$ cat src/rtl/float_to_int.sv
// Three-stage valid/ready pipeline converting IEEE-754 single to signed int32, round toward zero.
// Define FLOAT_TO_INT_FLAGS_EN to add the z_flags {invalid, inexact} output.
module float_to_int (
    input  logic        clk,
    input  logic        rst,
    input  logic [31:0] a,
    input  logic        a_valid,
    output logic        a_ready,
    output logic [31:0] z,
    output logic        z_valid,
`ifdef FLOAT_TO_INT_FLAGS_EN
    output logic [1:0]  z_flags,
`endif
    input  logic        z_ready
);

    logic v1_reg, v2_reg, v3_reg;
    logic ld1, ld2, ld3;

    // A stage accepts when it is empty or its successor is taking its current item.
    assign ld3     = !v3_reg || z_ready;
    assign ld2     = !v2_reg || ld3;
    assign ld1     = !v1_reg || ld2;
    assign a_ready = ld1;
    assign z_valid = v3_reg;

    always_ff @(posedge clk) begin
        if (rst) begin
            v1_reg <= 1'b0;
            v2_reg <= 1'b0;
            v3_reg <= 1'b0;
        end else begin
            if (ld1) v1_reg <= a_valid;
            if (ld2) v2_reg <= v1_reg;
            if (ld3) v3_reg <= v2_reg;
        end
    end

    // ---------------- S1: unpack and classify ----------------
    logic        s1_sign_reg, s1_sign_next;
    logic [7:0]  s1_exp_reg, s1_exp_next;
    logic [23:0] s1_mant_reg, s1_mant_next;
    logic        s1_nan_reg, s1_nan_next;

    always_comb begin
        s1_sign_next = a[31];
        s1_exp_next  = a[30:23];
        s1_mant_next = {(a[30:23] != 8'd0), a[22:0]};
        s1_nan_next  = (a[30:23] == 8'hFF) && (a[22:0] != 23'd0);
    end

    always_ff @(posedge clk) begin
        if (rst) begin
            s1_sign_reg <= 1'b0;
            s1_exp_reg  <= 8'd0;
            s1_mant_reg <= 24'd0;
            s1_nan_reg  <= 1'b0;
        end else if (ld1 && a_valid) begin
            s1_sign_reg <= s1_sign_next;
            s1_exp_reg  <= s1_exp_next;
            s1_mant_reg <= s1_mant_next;
            s1_nan_reg  <= s1_nan_next;
        end
    end

    // ---------------- S2: align magnitude ----------------
    logic [8:0]  e_diff;
    logic        e_neg, e_in_range, e_big, is_min_int;
    logic [54:0] shifted;
    logic        s2_sign_reg, s2_sign_next;
    logic [31:0] s2_mag_reg, s2_mag_next;
    logic        s2_nan_reg, s2_nan_next;
    logic        s2_sat_reg, s2_sat_next;

    always_comb begin
        e_diff      = {1'b0, s1_exp_reg} - 9'd127;
        e_neg       = e_diff[8];
        e_in_range  = !e_neg && (e_diff < 9'd31);
        e_big       = !e_neg && !e_in_range;
        shifted     = {31'd0, s1_mant_reg} << e_diff[4:0];
        // -2^31 is the only e=31 value that is representable.
        is_min_int  = s1_sign_reg && (s1_exp_reg == 8'd158) && (s1_mant_reg[22:0] == 23'd0);
        s2_sign_next = s1_sign_reg;
        s2_nan_next  = s1_nan_reg;
        s2_sat_next  = e_big && !is_min_int && !s1_nan_reg;
        s2_mag_next  = 32'd0;
        if (e_in_range)
            s2_mag_next = shifted[54:23];
        else if (is_min_int)
            s2_mag_next = 32'h8000_0000;
    end

`ifdef FLOAT_TO_INT_FLAGS_EN
    logic s2_inexact_reg, s2_inexact_next;

    always_comb begin
        s2_inexact_next = 1'b0;
        if (e_neg)
            s2_inexact_next = |s1_mant_reg;
        else if (e_in_range)
            s2_inexact_next = |shifted[22:0];
    end

    always_ff @(posedge clk) begin
        if (rst)
            s2_inexact_reg <= 1'b0;
        else if (ld2 && v1_reg)
            s2_inexact_reg <= s2_inexact_next;
    end
`endif

    always_ff @(posedge clk) begin
        if (rst) begin
            s2_sign_reg <= 1'b0;
            s2_mag_reg  <= 32'd0;
            s2_nan_reg  <= 1'b0;
            s2_sat_reg  <= 1'b0;
        end else if (ld2 && v1_reg) begin
            s2_sign_reg <= s2_sign_next;
            s2_mag_reg  <= s2_mag_next;
            s2_nan_reg  <= s2_nan_next;
            s2_sat_reg  <= s2_sat_next;
        end
    end

    // ---------------- S3: sign and saturate ----------------
    logic [31:0] z_reg, z_next;

    always_comb begin
        if (s2_nan_reg)
            z_next = 32'h8000_0000;
        else if (s2_sat_reg)
            z_next = s2_sign_reg ? 32'h8000_0000 : 32'h7FFF_FFFF;
        else if (s2_sign_reg)
            z_next = -s2_mag_reg;
        else
            z_next = s2_mag_reg;
    end

    always_ff @(posedge clk) begin
        if (rst)
            z_reg <= 32'd0;
        else if (ld3 && v2_reg)
            z_reg <= z_next;
    end

    assign z = z_reg;

`ifdef FLOAT_TO_INT_FLAGS_EN
    logic [1:0] z_flags_reg, z_flags_next;

    always_comb begin
        z_flags_next = {s2_nan_reg || s2_sat_reg, s2_inexact_reg && !s2_nan_reg && !s2_sat_reg};
    end

    always_ff @(posedge clk) begin
        if (rst)
            z_flags_reg <= 2'b00;
        else if (ld3 && v2_reg)
            z_flags_reg <= z_flags_next;
    end

    assign z_flags = z_flags_reg;
`endif

endmodule

$ cat config.mk
export PLATFORM = sky130hd
export DESIGN_NAME = float_to_int
export DESIGN_NICKNAME = d
export VERILOG_FILES = /design/src/rtl/float_to_int.sv
export SDC_FILE = /design/constraint.sdc
export NUM_CORES = 1
export LEC_CHECK = 0
export BUFFER_PORTS_ARGS = -buffer_cell sky130_fd_sc_hd__buf_2
export CORE_MARGIN = 1.5
export CORE_UTILIZATION = 35
export DETAILED_ROUTE_END_ITERATION = 6
export GPL_TIMING_DRIVEN = 0
export MAX_ROUTING_LAYER = met4
export SYNTH_ARGS = -nofsm -noshare
export SYNTH_HDL_FRONTEND = slang
export SYNTH_SLANG_ARGS = --single-unit
$ cat constraint.sdc
create_clock -name clk -period 5.5 [get_ports clk]
set_clock_uncertainty 0.15 [all_clocks]
set_input_delay 0.275 -clock clk [delete_from_list [all_inputs] [get_ports clk]]
set_output_delay 0.275 -clock clk [all_outputs]
set_load 0.01 [all_outputs]
---- Word-level counts from Yosys, hierarchy flattened ----
Cells that the tools add are included.
cells by class
  shifts and indexed selects .............. 1
  muxes and demuxes ....................... 6
  $lt $le $gt $ge ......................... 1
  reductions and logical operators ........ 23
  eq/ne operators ......................... 2
  add/subtract/negate cells ............... 2
operator list
  kind                   count
  $mux W32               6
  $shl A24 B5 Y55        1
  $neg A32 Y32           1
  $logic_not A23 Y1      1
  $reduce_bool A23 Y1    1
  $eq A8 B8 Y1 const B   2
  $logic_and A1 B1 Y1    10
  $lt A9 B5 Y1 const B   1
  $sub A8 B7 Y9 const B  1
  $reduce_bool A8 Y1     1
  $logic_not A1 Y1       7
  $logic_or A1 B1 Y1     3
storage, ports and cells
  output and inout port bits .............. 34
  register bits after elaboration ......... 104
  input port bits ......................... 36
  word-level logic and storage cells ...... 47

---- Longest topological paths before layout ----
Gate-level depths: netlist of the first run.
  depth after elaboration ................. 7
  gate-level depth with buffers ........... 13
  gate-level depth less buffers ........... 8

---- Worst setup path after synthesis of the first run ----
Ideal clock, no wire load.
  path kind ............................... register to register
  from .................................... register s1_exp_reg[0]
  to ...................................... register s2_mag_reg[1]
  arrival time ............................ 2.910 ns
  required time ........................... 5.233 ns
  stages on the path, launching flop included .. 13
  path buffers ............................ 4
  slack ................................... 2.323 ns
  library setup time ...................... 0.117 ns
  clock period less this slack ............ 3.177 ns
  path through ............................ dfxtp_1 buf_2 clkinv_1 buf_2 ha_1 buf_6 buf_8 mux2_4 mux4_2 mux2_4 nor2_2 a211oi_1 a32o_1
on the way
  word-level cells in the longest chain between the ends .. 4
  elaborated cells on any way between the ends .. 6
  those cells by class .................... add/sub: 1; order compare: 1; shift: 1; mux: 1; reduce/logical: 2
ends and longest elaborated chain
  element                                                  line  source
  start: declaration                                       41    logic [7:0] s1_exp_reg, s1_exp_next;
  start signal: assignment                                 60    s1_exp_reg <= s1_exp_next;
  $sub A8 B7 Y9 (*)                                        76    e_diff = {1'b0, s1_exp_reg} - 9'd127;
  $lt A9 B5 Y1 / $logic_not A1 Y1 (equally long branches)  78    e_in_range = !e_neg && (e_diff < 9'd31);
  $logic_and A1 B1 Y1                                      78
  $mux W32 (*)                                             87    if (e_in_range)
  end signal: assignment                                   120   s2_mag_reg <= s2_mag_next;
  end: declaration                                         71    logic [31:0] s2_mag_reg, s2_mag_next;
Mark *: on every way between the ends. The rest lies on a longest branch, timed or not.
A chain may end at the register's enable or synchronous reset.

---- Worst setup path after layout of the first run ----
  from .................................... register s1_exp_reg[0]
  to ...................................... register s2_mag_reg[0]
The elaborated chain is that of the path after synthesis.

==> impl_metrics.ini, run 1 <==
[run_status]
status = complete, no violations

[finish]
final_cells = 1093
layout-drive-gt1-share_pct = 16.9
nets = 903
utilization_pct = 41.5
fin_area_mm2 = 0.00717
area_growth_pct = 15.6
antenna_cells = 0

[detailed_routing]
totalWireLength_mm = 18.5
drc_errors = 0
dr.pass1.iters = 5
wl_per_cell_um = 16.9
drtAntennaViolNets = 0
viasPerCell = 5.39
vias = 5892
drt-initial-drc-count = 266

[worst_setup_path]
worstSetupStartpointType = flop
startpoint = s1_exp_reg[0]
path_cells = buf_2, clkinv_1, buf_2, ha_1, buf_6, buf_8, mux2_2, mux2i_1, mux2i_1, a221oi_1, o22ai_1, a22o_1
crit_path_max_fanout = 10
worstSetupPathType = reg2reg
crit_path_end_kind = flop
arrival_ns = 3.93
slowest_stage = a221oi_1
max_stage_delay_ns = 0.52
rr_startpoint = s1_exp_reg[0]
worstPathRequired_ns = 5.61

[pwr]
p_switching_mw = 0.501
power_density_mw_per_mm2 = 242
p_leak_nw = 2.80
combPwrFrac_pct = 16.3
p_int_mw = 1.23
p_sw_share_pct = 28.9
pwr-share-seq_pct = 45.4
design_power_total_mw = 1.73
pwr-share-clk_pct = 38.3
ir_worst_vdd_uv = 162

[synth]
synth_edf_count = 0
async_flop_share_pct = 0
ys_ff_latch = 104
syn_avg_cell_area_um2 = 7.95
yosysSeqAreaShare_pct = 33.6
synth_warnings = 0
syn-instance-count = 780
netlist_area_mm2 = 0.00620
synth_top_flop_cell = dfxtp_1
synth_nets = 819
synth.distinct_cells = 69

[timing]
maxSlewViolCount = 0
tightest_slew_ns = 1.00
finalSetupTns_ns = 0
setup_violations = 0
post-route-min-period_ns = 3.82
hold_viol = 0
rsz0062_at_grt = false
max_freq_mhz = 262
fin_crit_sh_pct = 69.5
maxSlewHeadroom_pct = 33.0

[placement]
post_dp_cell_area_mm2 = 0.00683
io_buffers = 69
gp_congestion = 0.995
place_inst = 1074
dpl.hpwl_mm = 14.4

[clocking]
cts_setup_buffers = 0
cts_sinks = 104
clk_path_buf_depth = 2
numCtsBuffers = 9
clk_latency_ns = 0.36
htree_levels = 3
path_clk_slew_ns = 0.07
cts_tree = done
cts_root_buf = clkbuf_16

[flow_run]
cap_violations = 0

[global_route]
antenna_found_initial = 0
grt_use_total_pct = 21.2
grt_pass1_wl_mm = 29.6
first_global_vias = 5483
grt_overflow_total = 0
grt_max_degree = 19

[floorplanning]
initial_core_util_pct = 35.9
die_w_um = 136
die_h_um = 136
ios = 70
rows = 48
die_area_mm2 = 0.0185
coreArea_mm2 = 0.0173

[hold_path]
hold_start = a[13]
hold_class = in2reg
-- power by group through the flow --
stage	clock network (mW)	registers, mW	logic [mW]
detailed placement	0	0.804	0.277
global placement	0	0.804	0.277
floorplan	0	0.799	0.192
finish	0.665	0.787	0.283
CTS	0.683	0.787	0.281
global route	0.711	0.790	0.308
-- cells in the mapped netlist, types with 3 or more instances --
cell type | count | area share, %
a2111oi_0 | 3 | 0.42
a211oi_1 | 7 | 0.85
a21oi_1 | 83 | 6.7
a221oi_1 | 5 | 0.71
a22o_1 | 8 | 1.1
a311oi_1 | 3 | 0.42
a31oi_1 | 5 | 0.50
a32o_1 | 13 | 2.1
a32oi_1 | 6 | 0.85
and3_1 | 3 | 0.30
buf_2 | 14 | 1.1
clkbuf_1 | 43 | 2.6
dfxtp_1 | 104 | 34
ha_1 | 3 | 0.61
inv_1 | 11 | 0.67
mux2_2 | 22 | 4.0
mux2i_1 | 24 | 3.9
mux4_2 | 7 | 2.5
nand2_1 | 144 | 8.7
nand2b_1 | 7 | 0.71
nand3_1 | 14 | 1.1
nand4_1 | 7 | 0.71
nor2_1 | 54 | 3.3
nor2b_1 | 4 | 0.40
nor3_1 | 11 | 0.89
nor4_1 | 18 | 1.8
o211ai_1 | 3 | 0.36
o21ai_0 | 52 | 4.2
o22ai_1 | 3 | 0.30
o31ai_1 | 8 | 0.97
o41ai_1 | 8 | 1.1
or4_1 | 5 | 0.61
xnor2_1 | 26 | 3.7
xor2_1 | 6 | 0.85
-- final timing paths --
| check | end | slack (ns) | cells past startpoint |
|---|---|---|---|
| worst max-delay path | s2_mag_reg[0] | 1.68 | 12 |
| worst min-delay path | s1_mant_reg[13] | 0.01 | 3 |
| worst max register to register | s2_mag_reg[0] | 1.68 | 12 |
| worst min register to register | z[19] | 0.30 | 2 |
-- critical path, delay by kind of cell (launching register included) --
family | cells | cell delay, ns
buffers and inverters | 5 | 1.04
adder cells (fa/ha/maj) | 1 | 0.32
AO/OA/AOI/OAI | 3 | 0.92
flip-flops | 1 | 0.34
multiplexers | 3 | 0.95
-- cell families (layout without fill, tap and decap cells) --
family / Yosys count / after routing / share of synthesized area [%]
simple gates: 284 / 284 / 21.2
compound gates: 226 / 226 / 23.3
buf+inv: 73 / 161 / 5.12
mux: 55 / 55 / 10.9
flops: 104 / 104 / 33.6
xor+xnor: 35 / 35 / 5.31
fa+ha+maj: 3 / 3 / 0.605
-- per-stage QoR --
| step | worst slack, ns | hold slack, ns |
|---|---|---|
| 4_1_cts | 1.69 | 0.00180 |
| 6_report | 1.68 | 0.0119 |
| 2_1_floorplan | 2.32 | 0.261 |
| 5_1_grt | 1.42 | 0.00687 |
| 3_5_place_dp | 1.71 | 0.294 |
| 3_3_place_gp | 1.71 | 0.286 |
-- per-layer routing --
layer	vias to the layer above	GRT usage (%)	wire length [um]
li1	3012	-	-
met1	2719	27.1	8860
met2	129	33.7	8450
met3	32	4.06	683
met4	0	6.91	509
met5	-	-	0
-- cells in the final DEF (no fill, tap or decap), types with 9 or more instances in the layout --
cell type,n
mux2i_1,24
nor3_1,11
dfxtp_1,104
nor2_1,54
xnor2_1,26
nand3_1,14
a32o_1,13
nand2_1,144
a21oi_1,83
mux2_2,22
clkbuf_16,9
buf_2,83
clkbuf_1,43
inv_1,11
o21ai_0,52
nor4_1,18
-- area by class of cell --
| cell class | count | area [um2] |
|---|---|---|
| fill | 1844 | 10100 |
| multi-input combinational | 603 | 3800 |
| sequential | 104 | 2080 |
| timing repair buffer | 73 | 385 |
| tap | 225 | 282 |
| buffer | 61 | 273 |
| clock buffer | 9 | 225 |
| clock inverter | 6 | 76.3 |
| inverter | 12 | 45.0 |
-- what timing repair did --
action                                 CTS  global route
endpoints found under the hold margin    4             0
hold buffers                             4             0
gates resized for setup                  0             0
Note: power is estimated with default switching activity, not from simulation.
==> run 2: changes to the inputs <==
clock period = 3.1 ns   (was 5.5 ns; I/O delays follow)
==> run 2 against run 1 <==
Compared with the run above: maximum frequency grew 26%; worst hold slack gained 0.080 ns; clock-buffer cell count unchanged; clock power increased by 83%; critical path depth did not move; core utilization grew 2.8 points; final cell count is 3.3% higher; global-route usage rose by 0.81 points.
==> impl_metrics.ini, run 2 (synthesis gave the netlist of run 1 again) <==
[run_status]
status = complete, no violations

[worst_setup_path]
crit_path_end_kind = flop
worstSetupStartpointType = flop
crit_path_max_fanout = 10
worstPathRequired_ns = 3.21
arrival_ns = 3.15
path_cells = buf_6, clkinv_4, buf_8, ha_1, buf_6, buf_8, mux2_4, mux4_2, mux2_4, nor2_2, a211oi_1, a32o_1
worstSetupPathType = reg2reg
slowest_stage = mux4_2
max_stage_delay_ns = 0.50

[hold_path]
hold_class = in2reg

[floorplanning]
ios = 70
die_w_um = 136
die_h_um = 136
initial_core_util_pct = 35.9
coreArea_mm2 = 0.0173
rows = 48
die_area_mm2 = 0.0185

[global_route]
grt_max_degree = 20
grt_overflow_total = 0
first_global_vias = 5691
grt_pass1_wl_mm = 30.7
grt_use_total_pct = 22.0
antenna_found_initial = 0

[timing]
post-route-min-period_ns = 3.04
maxSlewHeadroom_pct = 38.0
fin_crit_sh_pct = 97.9
hold_viol = 0
max_freq_mhz = 329
setup_violations = 0
rsz0062_at_grt = true
tightest_slew_ns = 0.925
maxSlewViolCount = 0
setup_ws_ns = 0.0644

[placement]
io_buffers = 69
gp_congestion = 0.971
dpl.hpwl_mm = 14.6
pre_cts_slack_ns = -0.571

[clocking]
clk_latency_ns = 0.37
path_clk_slew_ns = 0.08
numCtsBuffers = 9
cts_root_buf = clkbuf_16
cts_sinks = 104
clk_path_buf_depth = 2
htree_levels = 3
cts_tree = done

[pwr]
power_density_mw_per_mm2 = 417
p_leak_nw = 2.98
ir_worst_vdd_uv = 285

[finish]
fillCellCount = 1788
area_growth_pct = 23.3
layout-drive-gt1-share_pct = 18.6
utilization_pct = 44.2
final_common_cell = nand2_1
nets = 938
antenna_cells = 0
final_cell_mix = 144 x nand2_1, 103 x dfxtp_1, 83 x a21oi_1

[detailed_routing]
drc_errors = 0
dr.pass1.iters = 4
drt-initial-drc-count = 305
viasPerCell = 5.35
totalWireLength_mm = 19.2
drtAntennaViolNets = 0
wl_per_cell_um = 17.0
vias = 6044

[flow_run]
cap_violations = 0
## run 2: final timing paths
kind / endpoint / slack (ns) / depth (start not counted) / start
worst max-delay path: s2_mag_reg[1] / 0.06 / 12 / s1_exp_reg[0]
worst min-delay path: s2_mag_reg[8] / 0.09 / 3 / rst
worst max register to register: s2_mag_reg[1] / 0.06 / 12 / s1_exp_reg[0]
worst min register to register: z[19] / 0.30 / 2 / z[19]
## run 2: timing repair
| item | in CTS | in global routing |
|---|---|---|
| pin swaps | 0 | 1 |
| gates resized for setup | 17 | 13 |
| setup endpoints to repair | 26 | 10 |
| endpoints found under the hold margin | 34 | 0 |
| setup buffers | 1 | 4 |
| hold buffers | 34 | 0 |
## run 2: metrics by stage
step | cells | setup TNS (ns) | hold slack [ns] | instance area [um2] | power (mW)
floorplan | 780 | 0 | 0.141 | 6200 | 1.76
global placement | 1074 | -5.16 | 0.253 | 6830 | 1.92
detailed placement | 1074 | -4.91 | 0.263 | 6830 | 1.92
CTS | 1125 | 0 | 0.0890 | 7560 | 3.19
global route | 1129 | -0.0199 | 0.0916 | 7650 | 3.33
finish | 1129 | 0 | 0.0924 | 7650 | 3.19
## run 2: report_power, final
part           internal, mW  switching (mW)  total, mW
Sequential             1.37          0.0315       1.40
Combinational         0.238           0.336      0.573
Clock                 0.647           0.573       1.22
## run 2: layer usage
layer	part of all wire [%]	GRT usage, %	up-vias
li1	-	-	3079
met1	47	27.4	2805
met2	47	36.4	133
met3	3.2	3.21	27
met4	2.3	7.57	0
met5	0	-	-
## run 2: final cells by class
type | instances | area, um2 | area share [%]
multi-input combinational | 603 | 3900 | 51.0
inverter | 12 | 50.0 | 0.654
clock inverter | 7 | 88.8 | 1.16
sequential | 104 | 2080 | 27.2
buffer | 61 | 297 | 3.88
timing repair buffer | 108 | 723 | 9.45
tap | 225 | 282 | 3.68
clock buffer | 9 | 225 | 2.94
## run 2: worst max-delay path, delay by kind of cell, from the launching register on
family,cells,cell delay (ns)
multiplexers,3,1.10
buffers and inverters,5,0.63
flip-flops,1,0.34
AO/OA/AOI/OAI,2,0.32
adder cells (fa/ha/maj),1,0.30
AND/OR/NAND/NOR,1,0.09
==> run 3: changes to the inputs <==
CAP_MARGIN = 15   (was not set)
CORE_UTILIZATION = 50   (was 35)
PLACE_DENSITY = 0.7   (was not set)
clock period = 3.16 ns   (was 3.1 ns; I/O delays follow)
==> run 3 against run 2 <==
Compared with the run above: register-to-register slack gained 0.02 ns; sequential power is essentially flat; critical path depth is the same; first-iteration DRC count grew 44%; clock-buffer cell count grew 1; sequential share of layout area grew 0.42 points; power shrank 3.7%; routed wire length grew 1.7%; clock power shrank 7%; critical path type unchanged.
==> impl_metrics.ini, run 3 (synthesis gave the netlist of run 1 again) <==
[flow_run]
cap_violations = 0

[finish]
final_cells = 1070
utilization_pct = 62.4
final_cell_mix = 144 x nand2_1, 104 x dfxtp_1, 83 x a21oi_1
nets = 938
regArea_mm2 = 0.00208
area_growth_pct = 21.4
layout-drive-gt1-share_pct = 18.1
fin_area_mm2 = 0.00753
final_common_cell = nand2_1
antenna_cells = 0
fillCellCount = 1090
multi_input_area_mm2 = 0.00388

[floorplanning]
ios = 70
initial_core_util_pct = 51.4
coreArea_mm2 = 0.0121
rows = 40
die_w_um = 114
die_area_mm2 = 0.0131
die_h_um = 114

[global_route]
grt_use_total_pct = 31.8
grt_max_degree = 17
grt_overflow_total = 0
grt_pass1_wl_mm = 31.2
antenna_found_initial = 0
first_global_vias = 5987

[clocking]
htree_levels = 3
numCtsBuffers = 9
clk_path_buf_depth = 2
clk_latency_ns = 0.36
path_clk_slew_ns = 0.07
cts_root_buf = clkbuf_16
cts_sinks = 104
cts_tree = done

[timing]
max_freq_mhz = 325
maxSlewHeadroom_pct = 36.9
setup_ws_ns = 0.0870
worst_hold_slack_ns = 0.106
finalSetupTns_ns = 0
fin_crit_sh_pct = 97.2
post-route-min-period_ns = 3.07
setup_violations = 0
maxSlewViolCount = 0
tightest_slew_ns = 0.943
hold_viol = 0
rsz0062_at_grt = false

[worst_setup_path]
worstSetupStartpointType = flop
worstPathRequired_ns = 3.26
rr_startpoint = s1_exp_reg[0]
worstSetupPathType = reg2reg
arrival_ns = 3.18
r2r_end = s2_mag_reg[1]
crit_path_end_kind = flop
reg2reg_slack_ns = 0.09
ff2ff_path_depth = 12
crit_path_max_fanout = 10

[placement]
gp_congestion = 1.02
dpl.hpwl_mm = 14.8
post_dp_cell_area_mm2 = 0.00676
pre_cts_slack_ns = -0.547
io_buffers = 69
place_inst = 1017

[detailed_routing]
viasPerCell = 5.86
vias = 6271
totalWireLength_mm = 19.5
drc_errors = 0
drtAntennaViolNets = 0
dr.pass1.iters = 6
wl_per_cell_um = 18.2
drt-initial-drc-count = 440

[hold_path]
min_to = s2_mag_reg[14]
whs_path_depth = 3
hold_start = rst
hold_class = in2reg

[pwr]
p_leak_nw = 2.96
power_density_mw_per_mm2 = 408
design_power_total_mw = 3.07
ir_worst_vdd_uv = 255

[run_status]
status = complete, no violations
## run 3: cell count changes in the layout (fill, tap and decap cells not counted), sizes merged
cell	before	now
inv	15	12
clkbuf	52	53
clkinv	3	2
clkinvlp	0	1
## run 3: where the power goes
group	internal, mW	total (mW)	leakage [nW]	switching, mW
clock network	0.632	1.14	0.141	0.507
registers	1.34	1.37	0.845	0.0301
logic	0.231	0.562	1.97	0.331
## run 3: worst max-delay path by stage
stage	from	to	slack [ns]
4_1_cts	s1_exp_reg[0]	s2_mag_reg[1]	0.05
2_1_floorplan	s1_exp_reg[0]	s2_mag_reg[1]	0.08
3_5_place_dp	s1_exp_reg[0]	s2_mag_reg[0]	-0.55
6_report	s1_exp_reg[0]	s2_mag_reg[1]	0.09
5_1_grt	s1_exp_reg[0]	s2_mag_reg[1]	0.0002
3_3_place_gp	s1_exp_reg[0]	s2_mag_reg[0]	-0.56
## run 3: final cells by class
cell class | instances | share of cell area [%]
Tap cell | 168 | 2.79
Buffer | 61 | 3.87
Multi-Input combinational cell | 603 | 51.5
Inverter | 12 | 0.665
Timing Repair Buffer | 108 | 9.61
Clock inverter | 4 | 0.731
Clock buffer | 10 | 3.17
Sequential cell | 104 | 27.7
## run 3: worst max-delay path, stage by stage (launching register included)
cell	delay [ns]
dfxtp_1	0.35
buf_6	0.12
clkinv_4	0.08
buf_6	0.16
ha_1	0.30
buf_6	0.14
buf_8	0.14
mux2_4	0.31
mux4_2	0.50
mux2_4	0.30
nor2_2	0.09
a211oi_1	0.06
a32o_1	0.25
## run 3: what timing repair did
item | in CTS | in global routing
endpoints found under the hold margin | 34 | 0
setup buffers | 1 | 4
hold buffers | 34 | 0
pin swaps | 1 | 1
endpoints found under the setup margin | 23 | 6
gates resized for setup | 18 | 5
## run 3: per-layer routing
layer | vias to the layer above | global-route usage, % | part of all wire [%]
li1 | 3076 | - | -
met1 | 2967 | 35.7 | 42
met2 | 188 | 57.5 | 51
met3 | 40 | 4.24 | 3.7
met4 | 0 | 12.1 | 3.1
met5 | - | - | 0
